===== config.mk =====
export PLATFORM = sky130hd
export DESIGN_NAME = ps2_mouse_device_tx
export DESIGN_NICKNAME = d
export VERILOG_FILES = /design/src/rtl/ps2_mouse_device_tx.sv
export SDC_FILE = /design/constraint.sdc
export NUM_CORES = 1
export LEC_CHECK = 0
export ABC_AREA = 1
export BUFFER_PORTS_ARGS = -buffer_cell sky130_fd_sc_hd__buf_2
export CAP_MARGIN = 10
export CORE_MARGIN = 1
export CORE_UTILIZATION = 45
export DETAILED_ROUTE_END_ITERATION = 12
export PLACE_DENSITY = 0.6
export REMOVE_ABC_BUFFERS = 1
export SLEW_MARGIN = 40
export SYNTH_ARGS = -nofsm -noshare
export SYNTH_HDL_FRONTEND = slang
export SYNTH_SLANG_ARGS = --single-unit

===== constraint.sdc =====
create_clock -name clk -period 3.85 [get_ports clk]
set_input_delay 0.77 -clock clk [delete_from_list [all_inputs] [get_ports clk]]
set_output_delay 0.77 -clock clk [all_outputs]
set_load 0.05 [all_outputs]

===== src/rtl/ps2_mouse_device_tx.sv =====
// Device-side PS/2 mouse: drives the PS/2 clock and streams 3-byte packets until the host position matches the target.
// Optional build macro PS2_DEV_RATE_LIMIT_EN enforces a minimum LOAD-to-LOAD spacing of SAMPLE_CYCLES.
module ps2_mouse_device_tx #(
   parameter int HALF_BIT_CYCLES = 2000,
   parameter int IDLE_CYCLES     = 2500,
   parameter int MAX_X           = 1023,
   parameter int MAX_Y           = 767,
   parameter int SAMPLE_CYCLES   = 500000
) (
   input  logic        clk,
   input  logic        reset,
   input  logic        enable,
   input  logic [11:0] tgt_x,
   input  logic [11:0] tgt_y,
   input  logic [2:0]  btn,
   input  logic        ps2_clk_i,
   input  logic        ps2_data_i,
   output logic        ps2_clk_oe,
   output logic        ps2_data_oe,
   output logic [11:0] cur_x,
   output logic [11:0] cur_y,
   output logic        busy,
   output logic        pkt_done
);

   localparam logic [2:0] IDLE   = 3'd0;
   localparam logic [2:0] LOAD   = 3'd1;
   localparam logic [2:0] GAP    = 3'd2;
   localparam logic [2:0] HI     = 3'd3;
   localparam logic [2:0] LO     = 3'd4;
   localparam logic [2:0] COMMIT = 3'd5;

   localparam int CNT_MAX = (IDLE_CYCLES > HALF_BIT_CYCLES) ? IDLE_CYCLES : HALF_BIT_CYCLES;
   localparam int CW      = $clog2(CNT_MAX + 1);
   localparam logic [CW-1:0] IDLE_LAST = CW'(IDLE_CYCLES - 1);
   localparam logic [CW-1:0] HALF_LAST = CW'(HALF_BIT_CYCLES - 1);

   logic [2:0]    state;
   logic [CW-1:0] cnt;
   logic [3:0]    bit_idx;
   logic [1:0]    byte_idx;
   logic [8:0]    lat_dx;
   logic [8:0]    lat_dy;
   logic [2:0]    lat_btn;
   logic [2:0]    last_btn;
   logic          clk_s1, clk_s2, dat_s1, dat_s2;
   logic          bus_idle;
   logic          rate_open;
   logic [11:0]   ex, ey;
   logic signed [12:0] dx_raw, dy_raw;
   logic [8:0]    dx_c, dy_c;
   logic          pending;
   logic [7:0]    cur_byte;

   always_ff @(posedge clk or posedge reset) begin
      if (reset) begin
         clk_s1 <= 1'b1;
         clk_s2 <= 1'b1;
         dat_s1 <= 1'b1;
         dat_s2 <= 1'b1;
      end else begin
         clk_s1 <= ps2_clk_i;
         clk_s2 <= clk_s1;
         dat_s1 <= ps2_data_i;
         dat_s2 <= dat_s1;
      end
   end

   assign bus_idle = clk_s2 & dat_s2;

   assign ex = (tgt_x > 12'(MAX_X)) ? 12'(MAX_X) : tgt_x;
   assign ey = (tgt_y > 12'(MAX_Y)) ? 12'(MAX_Y) : tgt_y;
   assign pending = (ex != cur_x) || (ey != cur_y) || (btn != last_btn);

   // PS/2 reports Y positive-up while our coordinates grow downwards.
   always_comb begin
      dx_raw = $signed({1'b0, ex}) - $signed({1'b0, cur_x});
      dy_raw = $signed({1'b0, cur_y}) - $signed({1'b0, ey});
      if (dx_raw > 13'sd255)       dx_c = 9'h0FF;
      else if (dx_raw < -13'sd255) dx_c = 9'h101;
      else                         dx_c = dx_raw[8:0];
      if (dy_raw > 13'sd255)       dy_c = 9'h0FF;
      else if (dy_raw < -13'sd255) dy_c = 9'h101;
      else                         dy_c = dy_raw[8:0];
   end

   always_comb begin
      case (byte_idx)
         2'd0:    cur_byte = {2'b00, lat_dy[8], lat_dx[8], 1'b1, lat_btn[1], lat_btn[0], lat_btn[2]};
         2'd1:    cur_byte = lat_dx[7:0];
         default: cur_byte = lat_dy[7:0];
      endcase
   end

   // Frame layout: start 0, D0..D7, odd parity, stop 1.
   function automatic logic frame_bit(input logic [7:0] b, input logic [3:0] idx);
      logic [3:0] k;
      k = idx - 4'd1;
      if (idx == 4'd0)      frame_bit = 1'b0;
      else if (idx <= 4'd8) frame_bit = b[k[2:0]];
      else if (idx == 4'd9) frame_bit = ~^b;
      else                  frame_bit = 1'b1;
   endfunction

`ifdef PS2_DEV_RATE_LIMIT_EN
   localparam int RW = (SAMPLE_CYCLES > 1) ? $clog2(SAMPLE_CYCLES) : 1;
   localparam logic [RW-1:0] RATE_LAST = RW'(SAMPLE_CYCLES - 1);
   logic [RW-1:0] rate_cnt;

   always_ff @(posedge clk or posedge reset) begin
      if (reset)                   rate_cnt <= RATE_LAST;
      else if (state == LOAD)      rate_cnt <= '0;
      else if (rate_cnt != RATE_LAST) rate_cnt <= rate_cnt + 1'b1;
   end

   assign rate_open = (rate_cnt == RATE_LAST);
`else
   assign rate_open = 1'b1;
`endif

   assign busy = (state != IDLE);

   always_ff @(posedge clk or posedge reset) begin
      if (reset) begin
         state       <= IDLE;
         cnt         <= '0;
         bit_idx     <= '0;
         byte_idx    <= '0;
         lat_dx      <= '0;
         lat_dy      <= '0;
         lat_btn     <= '0;
         last_btn    <= '0;
         cur_x       <= '0;
         cur_y       <= '0;
         ps2_clk_oe  <= 1'b0;
         ps2_data_oe <= 1'b0;
         pkt_done    <= 1'b0;
      end else begin
         pkt_done <= 1'b0;
         case (state)
            IDLE: begin
               if (enable && pending && rate_open) state <= LOAD;
            end
            LOAD: begin
               lat_dx   <= dx_c;
               lat_dy   <= dy_c;
               lat_btn  <= btn;
               byte_idx <= 2'd0;
               cnt      <= '0;
               state    <= GAP;
            end
            GAP: begin
               if (!bus_idle) begin
                  cnt <= '0;
               end else if (cnt == IDLE_LAST) begin
                  cnt         <= '0;
                  bit_idx     <= 4'd0;
                  ps2_data_oe <= 1'b1;
                  state       <= HI;
               end else begin
                  cnt <= cnt + 1'b1;
               end
            end
            HI: begin
               if (cnt == HALF_LAST) begin
                  cnt <= '0;
                  // A host holding the clock low inhibits us: drop the packet entirely.
                  if (!clk_s2) begin
                     ps2_data_oe <= 1'b0;
                     ps2_clk_oe  <= 1'b0;
                     state       <= IDLE;
                  end else begin
                     ps2_clk_oe <= 1'b1;
                     state      <= LO;
                  end
               end else begin
                  cnt <= cnt + 1'b1;
               end
            end
            LO: begin
               if (cnt == HALF_LAST) begin
                  cnt        <= '0;
                  ps2_clk_oe <= 1'b0;
                  if (bit_idx != 4'd10) begin
                     bit_idx     <= bit_idx + 4'd1;
                     ps2_data_oe <= ~frame_bit(cur_byte, bit_idx + 4'd1);
                     state       <= HI;
                  end else if (byte_idx != 2'd2) begin
                     byte_idx    <= byte_idx + 2'd1;
                     ps2_data_oe <= 1'b0;
                     state       <= GAP;
                  end else begin
                     ps2_data_oe <= 1'b0;
                     state       <= COMMIT;
                  end
               end else begin
                  cnt <= cnt + 1'b1;
               end
            end
            COMMIT: begin
               cur_x    <= cur_x + {{3{lat_dx[8]}}, lat_dx};
               cur_y    <= cur_y - {{3{lat_dy[8]}}, lat_dy};
               last_btn <= lat_btn;
               pkt_done <= 1'b1;
               state    <= IDLE;
            end
            default: state <= IDLE;
         endcase
      end
   end

endmodule


==> key figures <==
Placed design
  • PortBufs: 59
  • Dpl cells: 1,224
  • GP Congestion: 0.868
  • DP HPWL: 13,500 µm

Routing
  • WL final: 16,900 µm
  • Vias per inst: 5.06
  • Starting DRT DRC Count: 326
  • DR WL/cell: 13.6 µm
  • TritonRoute pass-1 iters: 5
  • DRC Markers: 0
  • Top Layer Used: met4
  • Met2 wire len: 7700 µm
  • Wl on met1: 8460 µm
  • Via count: 6,279
  • Met3 routed WL: 487 µm
  • ANT nets after route: 0

Global route
  • Largest net degree at the start of global routing: 42
  • Initial antenna violation count: 0
  • Tot GR Track Use: 23.9%
  • Vias in the first global route: 5,747
  • First-pass GRT wire length: 28,000 µm
  • Grt total ovfl: 0

CTS
  • Worst-skew pair later-pin latency: 0.34 ns
  • Total CTS buffers: 9
  • Post_cts resized: 0
  • Hold Buf Count CTS: 0
  • Clk buf depth: 2
  • Clock Sinks: 76
  • Post-CTS Setup Inserts: 0
  • Reg clk slew, reported paths: 0.07 ns
  • Clk root buf: clkbuf_16
  • H-tree lvl count: 3
  • CTS tree: yes

Finish
  • P&R area growth vs syn: 12.2%
  • Final-stage net count: 1,144
  • Commonest non-fill, non-tap cell in the layout: nand2_1
  • Most frequent cells in the layout: nand2_1 (291), inv_1 (143), nor2_1 (81)
  • Non-Filler Instances: 1,240
  • Proportion of layout cells with a drive suffix above 1: 13.3%
  • # diodes: 0
  • Layout Utilization: 52.6%

Yosys
  • Number of synthesized flops with an enable pin: 0
  • Cells after Synth: 987
  • Synth Flop Type: dfrtp_1
  • Cell Area, Synth: 6630 µm²
  • Post-synth top area share: 27.2%
  • Avg Inst Size Synth: 6.72 µm²
  • Synth top area cells: dfrtp_1 (27%), nand2_1 (16%), ha_1 (10%)
  • Yosys warns: 0
  • Async set-reset flop share out of synthesis: 100%
  • Yosys reg bits: 76
  • Post-synthesis cell type count: 49
  • Sequential cell area fraction in the yosys report: 28.8%
  • Synth area leader: dfrtp_1

Timing
  • RSZ-0062 raised after global routing: false
  • Least-Margin Pin Slew: 0.696 ns
  • Fin crit share: 76.8%
  • WHS: 0.356 ns
  • Hold violation count in the final report: 0
  • Final setup viols: 0
  • Layout Skew: 0.00708 ns
  • Peak Freq: 0.338 GHz
  • Final min period: 2.96 ns
  • Sum Neg Setup Slack: 0 ns
  • Slew headroom: 53.5%
  • Final count of pins violating max slew: 0

Power and ir drop
  • Total power: 6.64 mW
  • Pwr/cell area: 892 nW/µm²
  • LEAKAGE: 3.92 nW
  • Max IR drop VDD: 0.374 mV

Status
  • Status: complete, no violations

Floorplan
  • I/O Pins: 60
  • # rows: 43
  • Total Die Area: 15,200 µm²
  • CORE AREA: 14,100 µm²
  • Initial core utilization: 46.9%
  • Die X: 123 µm
  • Die Y: 123 µm

Critical path
  • Crit path max fanout: 9
  • Startpoint Class: input port
  • Setup crit end kind: flip-flop
  • WP data arrival: 3.22 ns
  • CP required: 4.11 ns
  • Critical path class: input port to flip-flop

Hold path
  • Worst min path class: flip-flop to flip-flop

Job
  • Max-cap check violation count: 0
cell families after synthesis:
group	count (synthesis)	share of synthesized area, %
flip-flops	76	28.8
buffers and inverters	165	9.40
XOR/XNOR	24	3.17
AND/OR/NAND/NOR	519	34.8
adder cells (fa/ha/maj)	57	11.2
AO/OA/AOI/OAI	144	12.5
other	2	0.113
cell type report:
class | instances | area [µm²]
timing repair buffer | 63 | 325
clock buffer | 9 | 225
sequential | 76 | 1910
inverter | 157 | 591
tap | 180 | 225
fill | 1462 | 6710
multi-input combinational | 748 | 4110
clock inverter | 7 | 58.8
metal layers:
metal	track usage, %	vias up
met2	38.3	101
met4	7.00	0
met1	33.4	2838
met3	3.23	19
li1	-	3321
met5	0	-
metrics by stage:
| stage | area, µm² | worst slack [ns] |
|---|---|---|
| after floorplan | 6610 | 0.916 |
| after global placement | 7160 | 0.597 |
| after detailed placement | 7160 | 0.536 |
| after CTS | 7440 | 0.887 |
| after global routing | 7440 | 0.565 |
| final | 7440 | 0.894 |
critical path: stages:
cell and delay [ns]:
buf_2 0.09, nor2_1 0.12, nand2_1 0.20, or2_2 0.34, ha_1 0.22, inv_1 0.12, fa_1 0.24, nand3_1 0.11
nand2_2 0.11, nand4_2 0.09, a21oi_1 0.13, nand3b_1 0.21, nand2_1 0.10, nand2_1 0.14, inv_2 0.07, a21boi_1 0.15
synth_stat cells, types with 7 or more instances:
cell type,n
nand2_1,291
inv_1,144
nor2_1,81
dfrtp_1,72
nand3_1,71
o21ai_0,54
ha_1,53
a21oi_1,36
nand4_1,20
o21ai_1,16
xor2_1,16
or2_2,14
inv_2,13
o22ai_1,9
nand2_2,8
nor3_1,8
xnor2_1,8
clkbuf_1,7
path summary, 6_finish.rpt:
| kind | to | depth (start not counted) | start | slack [ns] |
|---|---|---|---|---|
| worst min-delay path | dat_s2 | 0 | dat_s1 | 0.36 |
| worst min register to register | dat_s2 | 0 | dat_s1 | 0.36 |
| worst max register to register | lat_dy[6] | 13 | cur_y[0] | 1.47 |
| min in group asynchronous | cnt[0] | 2 | reset | 0.51 |
| max in group asynchronous | lat_dy[6] | 3 | reset | 2.55 |
| worst max-delay path | lat_dy[6] | 16 | tgt_y[11] | 0.89 |
state kept, by name, summed over array words and instances, names as in the netlist:
| register | flops |
|---|---|
| clk_s1 | 1 |
| ps2_clk_oe | 1 |
| dat_s2 | 1 |
| pkt_done | 1 |
| lat_btn | 3 |
| state | 3 |
| last_btn | 3 |
| bit_idx | 4 |
| byte_idx | 2 |
| clk_s2 | 1 |
| cur_y | 12 |
| dat_s1 | 1 |
| ps2_data_oe | 1 |
| lat_dy | 9 |
| lat_dx | 9 |
| cnt | 12 |
| cur_x | 12 |
power by group:
group          internal (mW)  switching (mW)  total (mW)
Sequential              1.08           0.290        1.37
Clock                  0.447           0.378       0.824
Combinational           1.46            2.98        4.45
Total                   2.99            3.65        6.64
(Power assumes the default switching activity.)
